**config.mk**
```make
export PLATFORM = sky130hd
export DESIGN_NAME = muldiv_iter
export DESIGN_NICKNAME = d
export VERILOG_FILES = /design/src/rtl/muldiv_iter.sv
export SDC_FILE = /design/constraint.sdc
export NUM_CORES = 1
export LEC_CHECK = 0
export CORE_ASPECT_RATIO = 0.7
export CORE_MARGIN = 1
export CORE_UTILIZATION = 40
export DETAILED_ROUTE_END_ITERATION = 8
export DONT_BUFFER_PORTS = 1
export SYNTH_ARGS = -nofsm -noshare
export SYNTH_HDL_FRONTEND = slang
export SYNTH_SLANG_ARGS = --single-unit
```
**constraint.sdc**
```tcl
create_clock -name clk -period 6 [get_ports clk]
set_clock_uncertainty 0.05 [all_clocks]
set_input_delay 0.3 -clock clk [delete_from_list [all_inputs] [get_ports clk]]
set_output_delay 0.3 -clock clk [all_outputs]
set_load 0.01 [all_outputs]
```
**src/rtl/muldiv_iter.sv**
```systemverilog
// Iterative radix-2 MULT/MULTU/DIV/DIVU unit with {hi,lo} result pair for the HI/LO path.
// Optional MULDIV_EARLY_OUT_EN: multiplies finish once the remaining multiplier bits are zero.
module muldiv_iter #(
   parameter int unsigned WIDTH = 32
) (
   input  logic             clk,
   input  logic             resetn,
   input  logic             start_i,
   input  logic [1:0]       op_i,
   input  logic [WIDTH-1:0] src_a_i,
   input  logic [WIDTH-1:0] src_b_i,
   input  logic             annul_i,
   output logic             busy_o,
   output logic             ready_o,
   output logic [WIDTH-1:0] hi_o,
   output logic [WIDTH-1:0] lo_o,
   output logic             div_by_zero_o
);

   localparam int unsigned CW = $clog2(WIDTH + 1);

   typedef enum logic [1:0] {IDLE, CALC, FIX, DONE} state_t;

   state_t               state;
   logic                 is_div_r;
   logic                 neg_q_r;
   logic                 neg_r_r;
   logic [2*WIDTH-1:0]   a_r;
   logic [2*WIDTH-1:0]   acc_r;
   logic [WIDTH-1:0]     b_r;
   logic [CW-1:0]        cnt;

   logic                 sgn_op;
   logic [WIDTH-1:0]     a_abs;
   logic [WIDTH-1:0]     b_abs;
   logic [2*WIDTH-1:0]   mul_acc_nx;
   logic [2*WIDTH-1:0]   mul_a_nx;
   logic [WIDTH-1:0]     mul_b_nx;
   logic [2*WIDTH-1:0]   div_a_nx;
   logic [WIDTH:0]       part;
   logic [WIDTH-1:0]     diff;
   logic [2*WIDTH-1:0]   prod;
   logic [WIDTH-1:0]     quo;
   logic [WIDTH-1:0]     rem;
   logic                 calc_last;
   logic                 accept_short;

   always_comb begin
      sgn_op = ~op_i[0];
      a_abs  = (sgn_op && src_a_i[WIDTH-1]) ? -src_a_i : src_a_i;
      b_abs  = (sgn_op && src_b_i[WIDTH-1]) ? -src_b_i : src_b_i;
   end

   // One iteration of each datapath; FIX reuses it so the last iteration and the
   // sign fix share a cycle, giving WIDTH iterations over WIDTH busy cycles.
   always_comb begin
      mul_acc_nx = b_r[0] ? acc_r + a_r : acc_r;
      mul_a_nx   = {a_r[2*WIDTH-2:0], 1'b0};
      mul_b_nx   = {1'b0, b_r[WIDTH-1:1]};
      part       = a_r[2*WIDTH-1:WIDTH-1];
      diff       = part[WIDTH-1:0] - b_r;
      if (part >= {1'b0, b_r})
         div_a_nx = {diff, a_r[WIDTH-2:0], 1'b1};
      else
         div_a_nx = {a_r[2*WIDTH-2:0], 1'b0};
   end

   always_comb begin
      prod = neg_q_r ? -mul_acc_nx : mul_acc_nx;
      quo  = neg_q_r ? -div_a_nx[WIDTH-1:0] : div_a_nx[WIDTH-1:0];
      rem  = neg_r_r ? -div_a_nx[2*WIDTH-1:WIDTH] : div_a_nx[2*WIDTH-1:WIDTH];
   end

   always_comb begin
      calc_last    = (cnt == CW'(1));
      accept_short = 1'b0;
`ifdef MULDIV_EARLY_OUT_EN
      if (!is_div_r && (mul_b_nx[WIDTH-1:1] == '0))
         calc_last = 1'b1;
      accept_short = !op_i[1] && (b_abs[WIDTH-1:1] == '0);
`endif
   end

   always_ff @(posedge clk or negedge resetn) begin
      if (!resetn) begin
         state         <= IDLE;
         busy_o        <= 1'b0;
         ready_o       <= 1'b0;
         hi_o          <= '0;
         lo_o          <= '0;
         div_by_zero_o <= 1'b0;
         is_div_r      <= 1'b0;
         neg_q_r       <= 1'b0;
         neg_r_r       <= 1'b0;
         a_r           <= '0;
         acc_r         <= '0;
         b_r           <= '0;
         cnt           <= '0;
      end else begin
         ready_o <= 1'b0;
         case (state)
            IDLE: begin
               if (start_i && !annul_i) begin
                  div_by_zero_o <= 1'b0;
                  is_div_r      <= op_i[1];
                  neg_q_r       <= sgn_op & (src_a_i[WIDTH-1] ^ src_b_i[WIDTH-1]);
                  neg_r_r       <= sgn_op & src_a_i[WIDTH-1];
                  a_r           <= {{WIDTH{1'b0}}, a_abs};
                  acc_r         <= '0;
                  b_r           <= b_abs;
                  cnt           <= CW'(WIDTH - 1);
                  if (op_i[1] && (src_b_i == '0)) begin
                     state         <= DONE;
                     ready_o       <= 1'b1;
                     hi_o          <= src_a_i;
                     lo_o          <= '1;
                     div_by_zero_o <= 1'b1;
                  end else if (accept_short) begin
                     state  <= FIX;
                     busy_o <= 1'b1;
                  end else begin
                     state  <= CALC;
                     busy_o <= 1'b1;
                  end
               end
            end
            CALC: begin
               if (annul_i) begin
                  state  <= IDLE;
                  busy_o <= 1'b0;
               end else begin
                  if (is_div_r) begin
                     a_r <= div_a_nx;
                  end else begin
                     acc_r <= mul_acc_nx;
                     a_r   <= mul_a_nx;
                     b_r   <= mul_b_nx;
                  end
                  cnt <= cnt - CW'(1);
                  if (calc_last)
                     state <= FIX;
               end
            end
            FIX: begin
               busy_o <= 1'b0;
               if (annul_i) begin
                  state <= IDLE;
               end else begin
                  state   <= DONE;
                  ready_o <= 1'b1;
                  if (is_div_r) begin
                     hi_o <= rem;
                     lo_o <= quo;
                  end else begin
                     hi_o <= prod[2*WIDTH-1:WIDTH];
                     lo_o <= prod[WIDTH-1:0];
                  end
               end
            end
            DONE: begin
               state <= IDLE;
            end
         endcase
      end
   end

endmodule

```
==> summary.md <==
| Metric | Value |
|---|---|
| Status | `complete, no violations` |
| Final Setup Violations | `0` |
| Hold Path End | `b_r[7]` |
| Sequential-to-total area share from yosys stat | `0.2578` |
| Final HPWL DP | `83.21 mm` |
| CTS tree | `done` |
| Minimum clock period | `5835 ps` |
| Crit Path Category | `reg2reg` |
| R2R Setup Slk | `170 ps` |
| Total length of routed wires | `108.4 mm` |
| Fmax | `0.1714 GHz` |
| Post-synthesis cell count | `3137` |
| Fin area | `0.02577 mm2` |
| Crit path cell chain | `ha_1 > nand2_1 > o21ai_0 > a21oi_1 > buf_4 > o21bai_1 > xor2_1 > a2111oi_0 > or2_0 > nor4bb_1 > nand3_1 > o21ai_0 > xor2_1 > buf_4 > o211ai_1 > a22o_1` |
| Core area | `0.05690 mm2` |
| Nets@finish | `3327` |
| Via/cell ratio | `6.676` |
| Number of global-route vias before repair | `23960` |
| Syn_area_per_cell | `7.364 um2` |
| Most frequent cell after synthesis | `nand2_1` |
| Gr usage total | `0.3620` |
| Setup crit end kind | `flop` |
| Initial core utilization | `0.4060` |
| Post-synth EDFFs | `0` |
| Max Cap Viol | `0` |
| Syn nets | `3314` |
| CP Launch Point | `a_r[10]` |
| Skew-Pair Late Insertion Delay | `630 ps` |
| Area of the die | `0.05873 mm2` |
| RSZ-0062 raised after global routing | `no` |
| Kind of start point of the critical path | `flop` |
| Remaining antenna violation count after routing | `0` |
| Reg2reg path depth | `16` |
| GPL Wtd Cong | `1.085` |
| Yosys top cell by area | `dfrtp_1` |
| Clk sink count | `238` |
| Power density over the cells | `679.5 mW/mm2` |
| Slew of the pin with the lowest slew margin | `1242 ps` |
| Synth top area cells | `dfrtp_1, o21ai_0, nand2_1` |
| Chip height | `203.1 um` |
| Clock Path Buffers | `3` |
| Max-slew violation count | `0` |
| Worst hold slack | `4.758 ps` |
| R2R Path Start | `a_r[10]` |
| Worst-path fanout max | `7` |
| WL/cell | `27.62 um` |
| First-pass GRT wire length | `159.6 mm` |
| Dominant synthesized flop cell | `dfrtp_1` |
| H-tree levels | `1` |
| Commonest cells in the netlist | `nand2_1, o21ai_0, a21oi_1, nor2_1, dfrtp_1` |
| Largest net degree at the start of global routing | `239` |
| Synth Register Bits | `238` |
| Synth top area share | `0.2578` |
| Rows | `73` |
| Vias | `26200` |
| Die Wd | `289.2 um` |
| Library cells used by synthesis | `106` |
| Layout cells sized above 1 | `0.07852` |
| Worst hold start | `src_b_i[7]` |
| Final period utilization | `0.9725` |
| GRT Residual Overflow | `0` |
| Final non-filler cell total | `3924` |
| Fillers | `5762` |
| Hold WC Path Type | `in2reg` |
| Setup TNS | `0 ps` |
| Asr flop ratio synth | `1.000` |
| Input/output buffers | `0` |
| Req. time, crit path | `6470 ps` |
| Placed cells | `3820` |
| Placed cell area | `0.02424 mm2` |
| Synth Warn # | `0` |
| Maximum VDD drop | `0.6645 mV` |
| Cts bufs inserted | `28` |
| Residual DRC | `0` |
| Initial antenna violation count | `4` |
| Synth Cell Area | `0.02310 mm2` |
| Syn-to-layout area delta | `11.55%` |
| Root buffer cell | `clkbuf_16` |
| First DRT Iteration DRCs | `3665` |
| I/O pins | `137` |
| Hold depth | `4` |
| CP Data Arrival Time | `6300 ps` |
| First drt pass iteration count | `6` |
| Leak pwr | `10.49 nW` |
| Slowest Stage Delay on Critical Path | `600 ps` |
| Reg clk slew, reported paths | `60 ps` |
| Slowest cell on the critical path | `a2111oi_0` |
| Reg2Reg Capture Point | `hi_o[4]` |
| Relative slew margins | `0.1703` |
| Final hold violation count | `0` |
placed cells by master, fill, tap and decap left out, drive strengths merged, types with 21 or more instances in the layout:
cell         count
nor2           283
nand2b          23
o31ai           46
or3             59
nand4           54
dfrtp          238
a211oi          38
or4             23
xor2            79
nor4            32
nor3            78
and3            24
nand3           51
nand2          432
a31oi           33
a21o            34
dlygate4sd3     45
xnor2           93
inv             84
clkbuf          36
ha             105
o211ai          26
o21a            21
mux2i           66
a21oi          313
o21ai          380
buf            130
per-layer routing:
metal  wire length, um  vias up  part of all wire  track usage
met2             40060     1751              0.37       0.4607
met5                13        -           0.00012            0
met3             16890      153              0.16       0.1446
met4              2443        2             0.023      0.07481
met1             48960    12710              0.45       0.5543
li1                  -    11580                 -            -
power breakdown:
part	total (mW)	internal, mW	switching (mW)	leakage [nW]
sequential	3.29	2.24	1.05	3.00
combinational	12.3	4.17	8.17	7.03
clock	1.88	1.05	0.830	0.470
total	17.5	7.46	10.1	10.5
stage by stage:
stage                     power (mW)    util  setup slack, ps
final                          17.51  0.4528            165.2
after global routing           18.45  0.4527            12.59
after CTS                      16.91  0.4514            215.5
after detailed placement       14.90  0.4260            245.1
after global placement         14.80  0.4260            292.2
after floorplan                10.77       -            81.20
final cells by class:
class | instances | area (um2) | area share
Antenna cell | 3 | 7.507 | 0.0002913
Tap cell | 750 | 938.4 | 0.03642
Inverter | 86 | 322.8 | 0.01253
Clock buffer | 36 | 780.7 | 0.03030
Multi-Input combinational cell | 2621 | 16090 | 0.6243
Timing Repair Buffer | 175 | 1479 | 0.05739
Clock inverter | 15 | 186.4 | 0.007235
Sequential cell | 238 | 5967 | 0.2316
worst max-delay path, delay by kind of cell, from the launching register on:
family	cells	cell delay, ps
AO/OA/AOI/OAI	7	2520
XOR/XNOR	2	570
adder cells (fa/ha/maj)	1	500
buffers and inverters	2	410
flip-flops	1	480
AND/OR/NAND/NOR	4	1170
kinds of logic (layout without fill, tap and decap cells):
group           Yosys count  count (layout)  share of synthesized area
fa+ha+maj               107             107                    0.05860
other cells               0               3                          0
flops                   238             238                     0.2578
simple gates           1160            1160                     0.2383
mux                      76              76                    0.03347
xor+xnor                172             172                    0.06521
compound gates         1106            1106                     0.2981
buf+inv                 278             312                    0.04853
how the worst max path moves through the flow:
stage,to,cells after the start
after CTS,hi_o[12],15
after detailed placement,hi_o[12],15
after global placement,hi_o[12],15
after floorplan,hi_o[30],25
final,hi_o[4],16
after global routing,hi_o[29],16
flip-flops by register name (all words and copies together) (netlist names), 2 cells and up:
name and count:
a_r 64, acc_r 64, b_r 32, hi_o 32
lo_o 32, cnt 6, state 2
repair_timing:
item / 4_1_cts / 5_1_grt
setup endpoints to repair: 0 / 4
endpoints found under the hold margin: 287 / 0
gates resized for setup: 0 / 5
hold buffers: 46 / 0
buffers inserted: 0 / 3
No activity file was read; power rests on OpenSTA's default activity.
